==> config.mk <==
export PLATFORM = sky130hd
export DESIGN_NAME = bt_tx_sched
export DESIGN_NICKNAME = d
export VERILOG_FILES = /design/src/rtl/bt_tx_sched.sv
export SDC_FILE = /design/constraint.sdc
export NUM_CORES = 1
export LEC_CHECK = 0
export BUFFER_PORTS_ARGS = -buffer_cell sky130_fd_sc_hd__buf_2
export CAP_MARGIN = 20
export CORE_ASPECT_RATIO = 0.9
export CORE_UTILIZATION = 40
export CTS_BUF_LIST = sky130_fd_sc_hd__clkbuf_8
export CTS_CLUSTER_SIZE = 12
export DETAILED_ROUTE_END_ITERATION = 6
export GPL_TIMING_DRIVEN = 0
export PLACE_DENSITY = 0.62
export SYNTH_ARGS = -nofsm -noshare
export SYNTH_HDL_FRONTEND = slang
export SYNTH_SLANG_ARGS = --single-unit
==> constraint.sdc <==
create_clock -name clk -period 5.4 [get_ports clk]
set_clock_uncertainty 0.05 [all_clocks]
set_input_delay 1.35 -clock clk [delete_from_list [all_inputs] [get_ports clk]]
set_output_delay 1.35 -clock clk [all_outputs]
set_load 0.1 [all_outputs]
==> src/rtl/bt_tx_sched.sv <==
// ============================================================================
// bt_tx_sched : Bluetooth module boot, link tracking and 3-way round-robin
//               UART (8N1) byte transmitter.
// Revision    : 1.0
// ============================================================================
`default_nettype none

module bt_tx_sched #(
    parameter int BAUD_DIV   = 10417,
    parameter int RST_CYCLES = 1000000
) (
    input  logic       clk,
    input  logic       rst_n,
    input  logic       status_in,
    input  logic [2:0] req,
    input  logic [7:0] data0,
    input  logic [7:0] data1,
    input  logic [7:0] data2,
    output logic [2:0] gnt,
    output logic       txd,
    output logic       bt_rst_n,
    output logic       link_up,
    output logic       busy,
    output logic [7:0] frame_cnt
);

    localparam int c_BIT_W  = $clog2(BAUD_DIV + 1);
    localparam int c_BOOT_W = $clog2(RST_CYCLES + 1);
    localparam logic [c_BIT_W-1:0]  c_BAUD_LAST = c_BIT_W'(BAUD_DIV - 1);
    localparam logic [c_BOOT_W-1:0] c_BOOT_LAST = c_BOOT_W'(RST_CYCLES - 1);

    typedef enum logic [2:0] {
        S_BOOT      = 3'd0,
        S_WAIT_LINK = 3'd1,
        S_IDLE      = 3'd2,
        S_START     = 3'd3,
        S_DATA      = 3'd4,
        S_STOP      = 3'd5
    } state_t;

    state_t                r_state;
    logic [c_BOOT_W-1:0]   r_boot_cnt;
    logic [c_BIT_W-1:0]    r_bit_cnt;
    logic [2:0]            r_bit_idx;
    logic [7:0]            r_shift;
    logic [1:0]            r_last_winner;
    logic                  r_sync1;

    logic [1:0]            w_win_idx;
    logic [7:0]            w_win_byte;
    logic                  w_bit_end;

    // Walk the candidates from farthest to nearest so the nearest requester
    // after the last winner is the one left standing.
    always_comb begin
        w_win_idx = 2'd0;
        for (int k = 2; k >= 0; k--) begin
            if (req[(int'(r_last_winner) + 1 + k) % 3]) begin
                w_win_idx = 2'((int'(r_last_winner) + 1 + k) % 3);
            end
        end
    end

    always_comb begin
        case (w_win_idx)
            2'd1:    w_win_byte = data1;
            2'd2:    w_win_byte = data2;
            default: w_win_byte = data0;
        endcase
    end

    assign w_bit_end = (r_bit_cnt == c_BAUD_LAST);

    always_ff @(posedge clk) begin
        if (!rst_n) begin
            r_state       <= S_BOOT;
            r_boot_cnt    <= '0;
            r_bit_cnt     <= '0;
            r_bit_idx     <= '0;
            r_shift       <= '0;
            r_last_winner <= 2'd2;
            r_sync1       <= 1'b0;
            link_up       <= 1'b0;
            txd           <= 1'b1;
            bt_rst_n      <= 1'b0;
            gnt           <= '0;
            busy          <= 1'b0;
            frame_cnt     <= '0;
        end else begin
            r_sync1 <= status_in;
            link_up <= r_sync1;
            gnt     <= '0;
            case (r_state)
                S_BOOT: begin
                    if (r_boot_cnt == c_BOOT_LAST) begin
                        bt_rst_n <= 1'b1;
                        r_state  <= S_WAIT_LINK;
                    end else begin
                        r_boot_cnt <= r_boot_cnt + 1'b1;
                    end
                end
                S_WAIT_LINK: begin
                    if (link_up) r_state <= S_IDLE;
                end
                S_IDLE: begin
                    if (!link_up) begin
                        r_state <= S_WAIT_LINK;
                    end else if (|req) begin
                        r_shift       <= w_win_byte;
                        gnt           <= 3'(3'b001 << w_win_idx);
                        r_last_winner <= w_win_idx;
                        txd           <= 1'b0;
                        busy          <= 1'b1;
                        r_bit_cnt     <= '0;
                        r_bit_idx     <= '0;
                        r_state       <= S_START;
                    end
                end
                S_START: begin
                    if (w_bit_end) begin
                        r_bit_cnt <= '0;
                        txd       <= r_shift[0];
                        r_shift   <= {1'b0, r_shift[7:1]};
                        r_state   <= S_DATA;
                    end else begin
                        r_bit_cnt <= r_bit_cnt + 1'b1;
                    end
                end
                S_DATA: begin
                    if (w_bit_end) begin
                        r_bit_cnt <= '0;
                        if (r_bit_idx == 3'd7) begin
                            txd     <= 1'b1;
                            r_state <= S_STOP;
                        end else begin
                            txd       <= r_shift[0];
                            r_shift   <= {1'b0, r_shift[7:1]};
                            r_bit_idx <= r_bit_idx + 1'b1;
                        end
                    end else begin
                        r_bit_cnt <= r_bit_cnt + 1'b1;
                    end
                end
                S_STOP: begin
                    if (w_bit_end) begin
                        r_bit_cnt <= '0;
                        busy      <= 1'b0;
                        frame_cnt <= frame_cnt + 1'b1;
                        // A link lost mid-frame is only acted on once the frame is out.
                        r_state   <= link_up ? S_IDLE : S_WAIT_LINK;
                    end else begin
                        r_bit_cnt <= r_bit_cnt + 1'b1;
                    end
                end
                default: r_state <= S_BOOT;
            endcase
        end
    end

endmodule

`default_nettype wire

==> results of run 1 <==
-- flip-flops by register name, indices dropped and copies added (netlist names) --
name and flops:
r_sync1 1, bt_rst_n 1, link_up 1, busy 1
gnt 3, r_shift 8, r_bit_idx 3, txd 1
r_last_winner 2, r_bit_cnt 14, frame_cnt 8, r_boot_cnt 20
r_state 3
-- synthesized netlist by cell type (all sizes together), types with 8 or more instances --
master  count
nand4      11
a21oi      29
dfxtp      66
mux2i      11
inv        17
o211ai     12
xnor2       9
xor2       13
ha         10
o31ai      10
clkbuf     19
nor2       40
nand2      34
o21ai      26
nand3      16
nor3        8
a22oi       9
-- power by group through the flow --
stage | sequential, mW | combinational [mW] | clock [mW]
CTS | 0.496 | 0.0650 | 0.437
global route | 0.498 | 0.0728 | 0.457
global placement | 0.508 | 0.0632 | 0
detailed placement | 0.508 | 0.0646 | 0
finish | 0.497 | 0.0644 | 0.424
floorplan | 0.509 | 0.0397 | 0
-- worst max path at each step --
stage / startpoint / to / slack [ns] / cells after the start
after floorplan: req[0] / r_shift[5] / 2.14 / 10
after global placement: req[1] / r_shift[5] / 1.75 / 11
after detailed placement: req[0] / r_shift[2] / 1.66 / 10
after CTS: req[0] / r_shift[1] / 2.05 / 10
after global routing: req[1] / r_shift[2] / 1.83 / 10
final: req[0] / r_shift[1] / 2.05 / 10
-- final cells by class --
cell class | count | area share, %
clock inverter | 7 | 1.96
clock buffer | 9 | 3.08
multi-input combinational | 312 | 49.3
sequential | 66 | 32.8
buffer | 24 | 2.33
tap | 115 | 3.57
timing repair buffer | 43 | 5.35
inverter | 17 | 1.59
-- per-stage QoR --
| step | util (%) | instances | area, sq um |
|---|---|---|---|
| floorplan | - | 419 | 3460 |
| global route | 49.0 | 593 | 4030 |
| global placement | 46.5 | 577 | 3820 |
| CTS | 49.0 | 593 | 4030 |
| detailed placement | 46.5 | 577 | 3820 |
| finish | 49.0 | 593 | 4030 |
-- metal layers --
metal	part of all wire (%)	vias up	GRT usage, %
li1	-	1643	-
met2	43	72	28.7
met5	0	-	0
met4	1.6	0	7.49
met3	5.0	12	4.10
met1	50	1471	26.0
-- logic make-up after synthesis --
family          after synthesis
buf+inv                      41
compound gates              108
fa+ha+maj                    11
flops                        66
simple gates                160
xor+xnor                     22
mux                          11
-- critical path, cell delays in order --
cell and delay [ns]:
buf_2 0.11, inv_1 0.05, maj3_1 0.35, o221ai_1 0.30, inv_1 0.15, ha_1 0.39, clkbuf_1 0.21, o21ai_0 0.25
mux2i_1 0.11, a311oi_1 0.29
==> results.py, run 1 <==
metrics = {
    "pwr": {
        "finalPower_mw": 0.985,
        "powerDensity_nw_per_um2": 245,
        "pwr-share-seq_pct": 50.4,
        "vdd_drop_max_mv": 0.130,
        "p_comb_share_pct": 6.5,
        "clockPowerShare_pct": 43.0,
        "switching_power_mw": 0.251,
        "p_int_mw": 0.733,
        "switching_share_pct": 25.5,
        "p_leak_nw": 1.48,
    },
    "yosys": {
        "synthAdderAreaFrac_pct": 3.90,
        "ys.flop_type": "dfxtp_1",
        "synth_top_family_by_area": "simple AND/OR/NAND/NOR gates",
        "async_flop_share_pct": 0,
        "synth_area_sq_um": 3460,
        "synthSimpleGateAreaFrac_pct": 24.6,
        "synth_seq_cells": 66,
        "ys_seq_area_share_pct": 38.2,
        "muxShareOfSynthArea_pct": 3.18,
        "yosys_warnings": 0,
        "ys_types": 51,
        "yosys.area.top_type": "dfxtp_1",
        "syn_inst": 419,
        "synth-xor-area-share_pct": 5.56,
        "synth_compound_area_share_pct": 20.1,
        "synth_nets": 459,
        "syn_avg_cell_area_sq_um": 8.27,
        "synthTopCellsByArea": "dfxtp_1, nor2_1, a21oi_1",
        "synth_edf_count": 0,
        "synth_top_cell_area_share_pct": 38.2,
    },
    "finish": {
        "fillers": 835,
        "multi_input_area_sq_um": 1980,
        "final_common_cell": "dfxtp_1",
        "seq_area_sq_um": 1320,
        "nets": 513,
        "syn2layout_area_growth_pct": 16.2,
        "diodes": 0,
        "drive_above_1_share_pct": 14.0,
        "final_cell_mix": "dfxtp_1, buf_2, nor2_1",
    },
    "floorplanning": {
        "fp.dieArea_sq_um": 9040,
        "row_count": 31,
        "die_y_um": 90.3,
        "start_util_pct": 42.1,
        "coreArea_sq_um": 8220,
        "io_pins": 45,
        "die_w_um": 100,
    },
    "setup_path": {
        "path_class": "in2reg",
        "path_max_fanout": 10,
        "setup.worst_path.end_class": "flip-flop",
        "crit_arrival_ns": 3.56,
        "cp.required_ns": 5.61,
        "ff2ff_setup_slack_ns": 2.55,
        "regToRegStartpoint": "r_last_winner[0]",
        "cp-start-kind": "input port",
        "worstReg2RegEnd": "r_shift[1]",
        "r2r_cells": 10,
    },
    "global_route": {
        "grt.total_usage_pct": 18.9,
        "grt_max_degree": 14,
        "grt_pass1_vias": 2909,
        "grt_first_pass_wirelength_um": 13700,
        "grt_overflow": 0,
        "antenna_found_initial": 0,
    },
    "route": {
        "drt_iter0_drc": 126,
        "first_pass_iters": 4,
        "drc": 0,
        "drt-total-wl_um": 8000,
        "drt-wirelength-per-cell_um": 13.5,
        "via_count": 3198,
        "postRouteAntennaNets": 0,
        "via_per_inst": 5.39,
    },
    "sta": {
        "min_period_ns": 3.35,
        "relSlewSlack_pct": 44.8,
        "setup_ws_ns": 2.05,
        "rsz0062_at_grt": "no",
        "slew_viol_final": 0,
        "fmax_mhz": 298,
        "tns_ns": 0,
        "timing.hold.ws_ns": 0.387,
        "finalCritPeriodShare_pct": 62.1,
        "worst_slew_pin_slew_ns": 0.825,
        "hold_violations": 0,
        "setup_violations": 0,
    },
    "place": {
        "place_ws_ns": 1.66,
        "place_congestion": 0.807,
        "hpwl_um": 5820,
        "portBuffers": 43,
    },
    "clock_tree": {
        "clockRootBuffer": "clkbuf_8",
        "htreeDepth": 3,
        "cts_setup_buffers": 0,
        "clock-sinks": 66,
        "ctsHoldBuffers": 0,
        "clkTransAtPathRegs_ns": 0.08,
        "cts_resized": 0,
        "clock_latency_ns": 0.35,
        "cts-buffers-inserted": 9,
        "cts.path.max_buffers": 2,
        "cts_tree": "built",
    },
    "worst_hold_path": {
        "worstHoldEndpoint": "link_up",
        "hp-class": "reg2reg",
        "hold_depth": 1,
        "hold_start": "r_sync1",
    },
    "run": {
        "maxCapViolCount": 0,
    },
    "run_status": {
        "outcome": "completed",
    },
}
Power figures use the tool's default switching activity.
==> run 2, diff against run 1 <==
Settings changed: PLACE_DENSITY 0.62 to 0.64.
Clock period 5.4 ns to 2.8 ns, I/O delays scaled along.
==> results.py, run 2 (synthesized netlist as in run 1, its figures left out) <==
metrics = {
    "route": {
        "via_count": 3241,
        "via_per_inst": 5.48,
        "drt-wirelength-per-cell_um": 13.9,
        "first_pass_iters": 4,
        "top_layer_used": "met4",
        "wl_met2_um": 3630,
        "drt-total-wl_um": 8190,
        "drc": 0,
        "drt_iter0_drc": 171,
        "postRouteAntennaNets": 0,
        "wl_met1_um": 4100,
        "route.met3.wl_um": 340,
    },
    "setup_path": {
        "cp-start-kind": "flip-flop",
        "cp.required_ns": 3.02,
        "worstReg2RegEnd": "r_boot_cnt[14]",
        "path_class": "reg2reg",
        "crit_end": "r_boot_cnt[14]",
        "crit_arrival_ns": 2.82,
        "path_max_fanout": 10,
        "r2r_cells": 7,
        "crit_start": "r_boot_cnt[4]",
        "setup.worst_path.end_class": "flip-flop",
        "ff2ff_setup_slack_ns": 0.20,
        "regToRegStartpoint": "r_boot_cnt[4]",
    },
    "global_route": {
        "grt_overflow": 0,
        "grt_pass1_vias": 3010,
        "grt.total_usage_pct": 19.3,
        "antenna_found_initial": 0,
        "grt_first_pass_wirelength_um": 14100,
        "grt_max_degree": 12,
    },
    "sta": {
        "fmax_mhz": 384,
        "finalCritPeriodShare_pct": 92.9,
        "timing.hold.ws_ns": 0.395,
        "relSlewSlack_pct": 45.2,
        "min_period_ns": 2.60,
        "setup_violations": 0,
        "hold_violations": 0,
        "rsz0062_at_grt": "no",
        "slew_viol_final": 0,
        "worst_slew_pin_slew_ns": 0.820,
    },
    "finish": {
        "largest_reg_flops": 20,
        "fillers": 849,
        "multi_input_area_sq_um": 2010,
        "final_common_cell": "dfxtp_1",
        "stdcell_count": 591,
        "largestRegisters": "r_boot_cnt (20), r_bit_cnt (14)",
        "drive_above_1_share_pct": 14.9,
        "diodes": 0,
        "seq_area_sq_um": 1320,
        "largest_register": "r_boot_cnt",
        "syn2layout_area_growth_pct": 16.3,
        "nets": 511,
        "final_cell_mix": "dfxtp_1, buf_2, nor2_1",
    },
    "floorplanning": {
        "row_count": 31,
        "die_y_um": 90.3,
        "io_pins": 45,
        "fp.dieArea_sq_um": 9040,
        "die_w_um": 100,
        "start_util_pct": 42.1,
        "coreArea_sq_um": 8220,
    },
    "worst_hold_path": {
        "hp-class": "reg2reg",
    },
    "clock_tree": {
        "clock-sinks": 66,
        "cts-buffers-inserted": 9,
        "cts.path.max_buffers": 2,
        "ctsHoldBuffers": 0,
        "clkTransAtPathRegs_ns": 0.07,
        "htreeDepth": 3,
        "clock_latency_ns": 0.34,
        "clockRootBuffer": "clkbuf_8",
        "cts_tree": "built",
    },
    "place": {
        "place_congestion": 0.851,
        "portBuffers": 43,
        "hpwl_um": 5790,
        "dp_cells": 577,
    },
    "run": {
        "maxCapViolCount": 0,
    },
    "run_status": {
        "outcome": "completed",
    },
    "pwr": {
        "vdd_drop_max_mv": 0.186,
        "p_leak_nw": 1.49,
        "powerDensity_nw_per_um2": 454,
    },
}
[run 2: power breakdown]
part / switching, mW / internal, mW
Clock: 0.372 / 0.365
Combinational: 0.0769 / 0.0544
Sequential: 0.00929 / 0.949
Total: 0.458 / 1.37
[run 2: area by class of cell]
class / instances / area share, %
Inverter: 17 / 1.58
Tap cell: 115 / 3.57
Multi-Input combinational cell: 312 / 49.9
Clock buffer: 11 / 3.76
Buffer: 22 / 2.24
Clock inverter: 5 / 0.746
Sequential cell: 66 / 32.8
Timing Repair Buffer: 43 / 5.34
[run 2: worst min-delay path by stage]
stage | to | start | slack, ns | depth (start not counted)
after floorplan | link_up | r_sync1 | 0.36 | 1
after global placement | link_up | r_sync1 | 0.37 | 1
after detailed placement | link_up | r_sync1 | 0.38 | 1
after CTS | link_up | r_sync1 | 0.40 | 1
after global routing | link_up | r_sync1 | 0.43 | 1
final | link_up | r_sync1 | 0.39 | 1
[run 2: metal layers]
| layer | GRT usage (%) | vias up |
|---|---|---|
| met5 | 0 | - |
| met4 | 7.61 | 0 |
| met3 | 4.02 | 13 |
| met2 | 29.3 | 77 |
| met1 | 26.6 | 1514 |
| li1 | - | 1637 |
[run 2: repair_timing]
| action | CTS | global route |
|---|---|---|
| buffers inserted | 0 | 0 |
| endpoints found under the setup margin | 6 | 8 |
| pin swaps | 0 | 1 |
| gates resized for setup | 3 | 11 |
| gates cloned | 0 | 0 |
[run 2: critical path: stages, from the launching register on]
cell and delay, ns:
dfxtp_1 0.44, nand3_1 0.18, or3_1 0.38, clkbuf_1 0.16, o2111ai_1 0.55, clkbuf_1 0.46, o21ai_0 0.18, a21oi_1 0.13
[run 2: metrics by stage]
step / util [%] / total power [mW] / cell area (sq um) / setup TNS, ns / setup slack [ns]
CTS: 48.8 / 1.84 / 4010 / 0 / 0.00644
global placement: 46.5 / 1.10 / 3820 / -1.25 / -0.190
global route: 49.0 / 1.91 / 4030 / 0 / 0.0217
finish: 49.0 / 1.83 / 4030 / 0 / 0.197
detailed placement: 46.5 / 1.11 / 3820 / -1.92 / -0.330
floorplan: - / 1.06 / 3460 / 0 / 0.190
